--- config.mk ---
export PLATFORM = sky130hd
export DESIGN_NAME = load_store_unit
export DESIGN_NICKNAME = d
export VERILOG_FILES = /design/src/rtl/load_store_unit_pkg.sv /design/src/rtl/lsu_align.sv /design/src/rtl/load_store_unit.sv
export SDC_FILE = /design/constraint.sdc
export NUM_CORES = 1
export LEC_CHECK = 0
export CAP_MARGIN = 10
export CORE_AREA = 2 2 145 112
export CTS_BUF_LIST = sky130_fd_sc_hd__clkbuf_16
export DETAILED_ROUTE_END_ITERATION = 8
export DIE_AREA = 0 0 147 114
export HOLD_SLACK_MARGIN = 0.15
export PLACE_DENSITY_LB_ADDON = 0.15
export SLEW_MARGIN = 25
export SYNTH_ARGS = -nofsm -noshare
export SYNTH_HDL_FRONTEND = slang
export SYNTH_SLANG_ARGS = --single-unit
--- constraint.sdc ---
create_clock -name clk -period 4.5 [get_ports clk]
set_input_delay 1.35 -clock clk [delete_from_list [all_inputs] [get_ports clk]]
set_output_delay 1.35 -clock clk [all_outputs]
set_load 0.01 [all_outputs]
--- src/rtl/load_store_unit_pkg.sv ---
// Shared types and constants for the big-endian load/store unit.
// Holds access-size encodings, FSM states, write masks and the fault rule.
package load_store_unit_pkg;

    typedef enum logic [1:0] {
        SIZE_BYTE    = 2'd0,
        SIZE_HALF    = 2'd1,
        SIZE_WORD    = 2'd2,
        SIZE_ILLEGAL = 2'd3
    } lsu_size_e;

    typedef enum logic [1:0] {
        IDLE  = 2'd0,
        READ  = 2'd1,
        WRITE = 2'd2,
        RESP  = 2'd3
    } lsu_state_e;

    // Big-endian: a sub-word access always lands in the most significant lanes.
    localparam logic [31:0] MASK_NONE = 32'h0000_0000;
    localparam logic [31:0] MASK_BYTE = 32'hFF00_0000;
    localparam logic [31:0] MASK_HALF = 32'hFFFF_0000;
    localparam logic [31:0] MASK_WORD = 32'hFFFF_FFFF;

    function automatic logic [31:0] size_mask(input lsu_size_e size);
        case (size)
            SIZE_BYTE: return MASK_BYTE;
            SIZE_HALF: return MASK_HALF;
            SIZE_WORD: return MASK_WORD;
            default:   return MASK_NONE;
        endcase
    endfunction

    // The range limit applies to every size, so even a byte access near the top faults.
    function automatic logic access_fault(input lsu_size_e   size,
                                          input logic [31:0] addr,
                                          input logic [31:0] max_addr);
        logic misaligned;
        case (size)
            SIZE_BYTE: misaligned = 1'b0;
            SIZE_HALF: misaligned = addr[0];
            SIZE_WORD: misaligned = |addr[1:0];
            default:   misaligned = 1'b1;
        endcase
        return misaligned || (addr > max_addr);
    endfunction

endpackage

--- src/rtl/lsu_align.sv ---
// Combinational data path: extracts and extends loaded sub-words and merges
// store data into the top lanes of a previously read word.
module lsu_align
    import load_store_unit_pkg::*;
(
    input  lsu_size_e   size,
    input  logic        is_signed,
    input  logic [31:0] rdata,
    input  logic [31:0] wdata,
    output logic [31:0] load_data,
    output logic [31:0] store_data
);

    always_comb begin
        load_data  = 32'h0;
        store_data = rdata;
        case (size)
            SIZE_BYTE: begin
                load_data  = {{24{is_signed & rdata[31]}}, rdata[31:24]};
                store_data = {wdata[7:0], rdata[23:0]};
            end
            SIZE_HALF: begin
                load_data  = {{16{is_signed & rdata[31]}}, rdata[31:16]};
                store_data = {wdata[15:0], rdata[15:0]};
            end
            SIZE_WORD: begin
                load_data  = rdata;
                store_data = wdata;
            end
            default: begin
                load_data  = 32'h0;
                store_data = rdata;
            end
        endcase
    end

endmodule

--- src/rtl/load_store_unit.sv ---
// Single-outstanding load/store unit for a big-endian byte memory; sub-word
// stores use read-modify-write so only the addressed top lanes change.
module load_store_unit
    import load_store_unit_pkg::*;
#(
    parameter int unsigned MEM_BYTES = 1024
) (
    input  logic        clk,
    input  logic        rst,
    input  logic        req_valid,
    output logic        req_ready,
    input  logic        req_store,
    input  logic [1:0]  req_size,
    input  logic        req_signed,
    input  logic [31:0] req_addr,
    input  logic [31:0] req_wdata,
    output logic        resp_valid,
    input  logic        resp_ready,
    output logic [31:0] resp_rdata,
    output logic        resp_fault,
    output logic [31:0] mem_addr,
    output logic [31:0] mem_wdata,
    output logic [31:0] mem_mask,
    output logic        mem_rd,
    output logic        mem_wr,
    input  logic [31:0] mem_rdata
);

    localparam logic [31:0] MAX_ADDR = 32'(MEM_BYTES - 4);

    lsu_state_e  state_q, state_d;
    logic [31:0] addr_q, addr_d;
    logic [31:0] wdata_q, wdata_d;
    lsu_size_e   size_q, size_d;
    logic        signed_q, signed_d;
    logic        store_q, store_d;
    logic        resp_valid_q, resp_valid_d;
    logic [31:0] resp_rdata_q, resp_rdata_d;
    logic        resp_fault_q, resp_fault_d;
    logic        mem_rd_q, mem_rd_d;
    logic        mem_wr_q, mem_wr_d;
    logic [31:0] mem_addr_q, mem_addr_d;
    logic [31:0] mem_wdata_q, mem_wdata_d;
    logic [31:0] mem_mask_q, mem_mask_d;

    lsu_size_e   req_size_e;
    logic [31:0] load_word;
    logic [31:0] merged_word;

    assign req_size_e = lsu_size_e'(req_size);

    lsu_align u_align (
        .size       (size_q),
        .is_signed  (signed_q),
        .rdata      (mem_rdata),
        .wdata      (wdata_q),
        .load_data  (load_word),
        .store_data (merged_word)
    );

    // Memory-port and response outputs are computed one state ahead so they
    // come straight from flops while the FSM sits in the matching state.
    always_comb begin
        state_d      = state_q;
        addr_d       = addr_q;
        wdata_d      = wdata_q;
        size_d       = size_q;
        signed_d     = signed_q;
        store_d      = store_q;
        resp_valid_d = 1'b0;
        resp_rdata_d = 32'h0;
        resp_fault_d = 1'b0;
        mem_rd_d     = 1'b0;
        mem_wr_d     = 1'b0;
        mem_addr_d   = 32'h0;
        mem_wdata_d  = 32'h0;
        mem_mask_d   = MASK_NONE;

        case (state_q)
            IDLE: begin
                if (req_valid) begin
                    addr_d   = req_addr;
                    wdata_d  = req_wdata;
                    size_d   = req_size_e;
                    signed_d = req_signed;
                    store_d  = req_store;
                    if (access_fault(req_size_e, req_addr, MAX_ADDR)) begin
                        state_d      = RESP;
                        resp_valid_d = 1'b1;
                        resp_fault_d = 1'b1;
                    end else if (req_store && req_size_e == SIZE_WORD) begin
                        state_d     = WRITE;
                        mem_wr_d    = 1'b1;
                        mem_addr_d  = req_addr;
                        mem_wdata_d = req_wdata;
                        mem_mask_d  = MASK_WORD;
                    end else begin
                        state_d    = READ;
                        mem_rd_d   = 1'b1;
                        mem_addr_d = req_addr;
                    end
                end
            end
            READ: begin
                if (store_q) begin
                    state_d     = WRITE;
                    mem_wr_d    = 1'b1;
                    mem_addr_d  = addr_q;
                    mem_wdata_d = merged_word;
                    mem_mask_d  = size_mask(size_q);
                end else begin
                    state_d      = RESP;
                    resp_valid_d = 1'b1;
                    resp_rdata_d = load_word;
                end
            end
            WRITE: begin
                state_d      = RESP;
                resp_valid_d = 1'b1;
            end
            RESP: begin
                if (resp_ready) begin
                    state_d = IDLE;
                end else begin
                    resp_valid_d = 1'b1;
                    resp_rdata_d = resp_rdata_q;
                    resp_fault_d = resp_fault_q;
                end
            end
            default: state_d = IDLE;
        endcase
    end

    always_ff @(posedge clk) begin
        if (rst) begin
            state_q      <= IDLE;
            addr_q       <= 32'h0;
            wdata_q      <= 32'h0;
            size_q       <= SIZE_BYTE;
            signed_q     <= 1'b0;
            store_q      <= 1'b0;
            resp_valid_q <= 1'b0;
            resp_rdata_q <= 32'h0;
            resp_fault_q <= 1'b0;
            mem_rd_q     <= 1'b0;
            mem_wr_q     <= 1'b0;
            mem_addr_q   <= 32'h0;
            mem_wdata_q  <= 32'h0;
            mem_mask_q   <= MASK_NONE;
        end else begin
            state_q      <= state_d;
            addr_q       <= addr_d;
            wdata_q      <= wdata_d;
            size_q       <= size_d;
            signed_q     <= signed_d;
            store_q      <= store_d;
            resp_valid_q <= resp_valid_d;
            resp_rdata_q <= resp_rdata_d;
            resp_fault_q <= resp_fault_d;
            mem_rd_q     <= mem_rd_d;
            mem_wr_q     <= mem_wr_d;
            mem_addr_q   <= mem_addr_d;
            mem_wdata_q  <= mem_wdata_d;
            mem_mask_q   <= mem_mask_d;
        end
    end

    // Reset masks the flops immediately so a write in flight never lands.
    assign req_ready  = (state_q == IDLE) && !rst;
    assign resp_valid = resp_valid_q && !rst;
    assign resp_rdata = rst ? 32'h0 : resp_rdata_q;
    assign resp_fault = resp_fault_q && !rst;
    assign mem_rd     = mem_rd_q && !rst;
    assign mem_wr     = mem_wr_q && !rst;
    assign mem_addr   = rst ? 32'h0 : mem_addr_q;
    assign mem_wdata  = rst ? 32'h0 : mem_wdata_q;
    assign mem_mask   = rst ? MASK_NONE : mem_mask_q;

endmodule

==> out/results.txt <==
fill cell count -> 1322
worst reg2reg path depth -> 5
Crit path depth -> 4
FF-to-FF setup slack -> 2.15 ns
final wirelength -> 22.6 mm
Hold Fails Final Rpt -> 0
hpwl dp -> 16.1 mm
Bufs on Longest Clock Path -> 2
CP required -> 3.15 ns
Top delay family on crit path -> buffers and inverters
Rows -> 40
CTS H-tree depth -> 4
Pwr Total -> 0.00419 W
Port Buffers -> 236
Die Height -> 114 µm
layout cell share with drive strength beyond 1 -> 7.61%
syn_area_per_cell -> 8.81 µm²
global-route wire length before repair -> 34.3 mm
top cells by count, synth -> dfxtp_1, nand2_1, nor2b_1
synthesis-to-layout area growth -> 38.3%
Final period util -> 88.6%
DR pass1 iterations -> 8
Hold Crit Class -> reg2reg
WL/cell -> 18.1 µm
post-route setup TNS -> 0 ns
CP Cell Sequence -> buf_6 > buf_4 > nor2b_1 > clkdlybuf4s50_1
Slew @ Worst Pin -> 1.02 ns
sequential share of the synthesized area -> 46.2%
Startpoint Class -> input port
synthesized net count -> 963
post-synth top area cell -> dfxtp_1
hold buffers post-CTS -> 0
starting density of the core -> 48.3%
clk root buf -> clkbuf_16
Setup Buffers After CTS -> 0
clock slew at reported path FFs -> 0.07 ns
Num CTS Buffers -> 17
EDFF count, synth -> 0
# IOs -> 237
Buf+Inv Stages, Crit Path -> 3
count leader, synth -> dfxtp_1
CTS tree -> yes
fin nets -> 1137
Largest stage delay, worst path -> 0.59 ns
register area -> 3460 µm²
drt via density -> 5.46
worst vdd ir -> 0.261 mV
GRT Overall Usage -> 26.3%
Worst path slowest cell -> clkdlybuf4s50_1
#FFs+latches synth -> 173
Pleak -> 3.57 nW
Power Density -> 404 nW/µm²
routed via count -> 6818
Hold Path Stages -> 2
arrival time worst endpoint -> 2.64 ns
multi-input logic area -> 3520 µm²
final max-slew violation count -> 0
type of element capturing the critical path -> output pin
number of global-route vias before repair -> 6238
diodes inserted -> 0
Syn Inst Count -> 851
DRC violation count after routing -> 0
top_reg_cell synth -> dfxtp_1
gp weighted congestion -> 0.865
Post-Syn Area -> 7490 µm²
CP Class -> in2out
Clock Latency Late Sink -> 0.42 ns
clk sinks -> 173
global route overflow -> 0
status -> completed
Setup violations, final -> 0
max_cap viols -> 0
core footprint -> 15500 µm²
post-CTS sizing -> 0
number of DRC markers in iteration 0 -> 850
Worst Path Max Fanout -> 34
synth warn -> 0
Rel. slew slack -> 31.7%
largest net degree at the start of global routing -> 77
Synth area leaders -> dfxtp_1, nor2b_1, nand2_1, a21oi_1, o2bb2ai_1
minimum clock period -> 3.99 ns
Synth async-reset ratio -> 0%
overall die width -> 147 µm
Die ar. -> 16800 µm²
RSZ-0062 raised after global routing -> false
Setup Skew -> 0.00880 ns
number of routed nets with antenna violations -> 0
initial antenna violation count -> 0
Yosys cell types -> 45
Peak Freq -> 0.251 GHz
Synth top area share -> 46.2%
==> metal layers <==
| layer | track usage, % | vias up | routed length [µm] |
|---|---|---|---|
| li1 | - | 3281 | - |
| met3 | 8.08 | 27 | 2250 |
| met1 | 38.2 | 3174 | 10400 |
| met4 | 6.47 | 0 | 343 |
| met2 | 38.2 | 336 | 9670 |
| met5 | 0 | - | 0 |
==> tightest hold or removal path, stage by stage, from the launching register on <==
cell and delay [ns]:
dfxtp_1 0.31, nand2_1 0.05, a21oi_1 0.05
==> cell families (layout without fill, tap and decap cells) <==
logic type | Yosys count | in the layout | share of synthesized area, %
adders and majority gates | 8 | 8 | 1.34
DFF | 173 | 173 | 46.2
and+or+nand+nor | 333 | 333 | 23.0
buffers and inverters | 104 | 291 | 7.08
AOI/OAI and AO/OA | 233 | 233 | 22.3
==> report_power, final <==
group | internal, W | total, W | leakage (nW) | switching, W
Sequential | 0.00168 | 0.00177 | 1.40 | 0.0000905
Combinational | 0.000366 | 0.000990 | 1.89 | 0.000625
Clock | 0.000816 | 0.00143 | 0.282 | 0.000616
==> per-stage QoR <==
step,std cells,utilization [%],setup WS [ns],hold WS (ns),area [µm²]
floorplan,851,-,0.522,0.425,7490
global placement,1215,63.0,0.518,0.434,9770
detailed placement,1216,63.1,0.493,0.442,9790
CTS,1248,66.8,0.494,0.451,10400
global route,1248,66.8,0.435,0.463,10400
finish,1248,66.8,0.514,0.449,10400
==> sequential cells by signal (all words and copies together) (netlist names) <==
name,count
signed_q,1
store_q,1
addr_q,32
mem_mask_q,3
mem_wr_q,1
state_q,2
wdata_q,32
resp_rdata_q,32
mem_wdata_q,32
size_q,2
mem_addr_q,32
resp_fault_q,1
mem_rd_q,1
resp_valid_q,1
==> final timing paths <==
path,end,start
worst max-delay path,resp_rdata[28],rst
worst max register to register,mem_wdata_q[21],size_q[1]
worst min-delay path,addr_q[22],addr_q[22]
worst min register to register,addr_q[22],addr_q[22]
==> final cells by class <==
type	instances	share of cell area (%)
Tap cell	210	2.53
Clock inverter	15	1.42
Timing Repair Buffer	253	24.4
Clock buffer	17	4.10
Inverter	6	0.217
Sequential cell	173	33.4
Multi-Input combinational cell	574	33.9
==> layout by cell type (no fill, tap or decap), drive strengths merged, types with 2 or more instances in the layout <==
cell	Yosys	layout
clkdlybuf4s50	0	235
and2	23	23
nor2	12	12
a222oi	24	24
nand2	169	169
nor3b	2	2
nand4	4	4
clkinvlp	0	2
o21ai	20	20
inv	6	11
nand3	2	2
o2bb2ai	33	33
nor4	4	4
clkinv	0	6
nor2b	105	105
a221oi	9	9
clkbuf	46	17
o22ai	25	25
a22oi	16	16
dfxtp	173	173
a21oi	87	87
bufinv	0	2
nor3	6	6
o31ai	11	11
ha	8	8
buf	52	18
(Power assumes the default switching activity.)
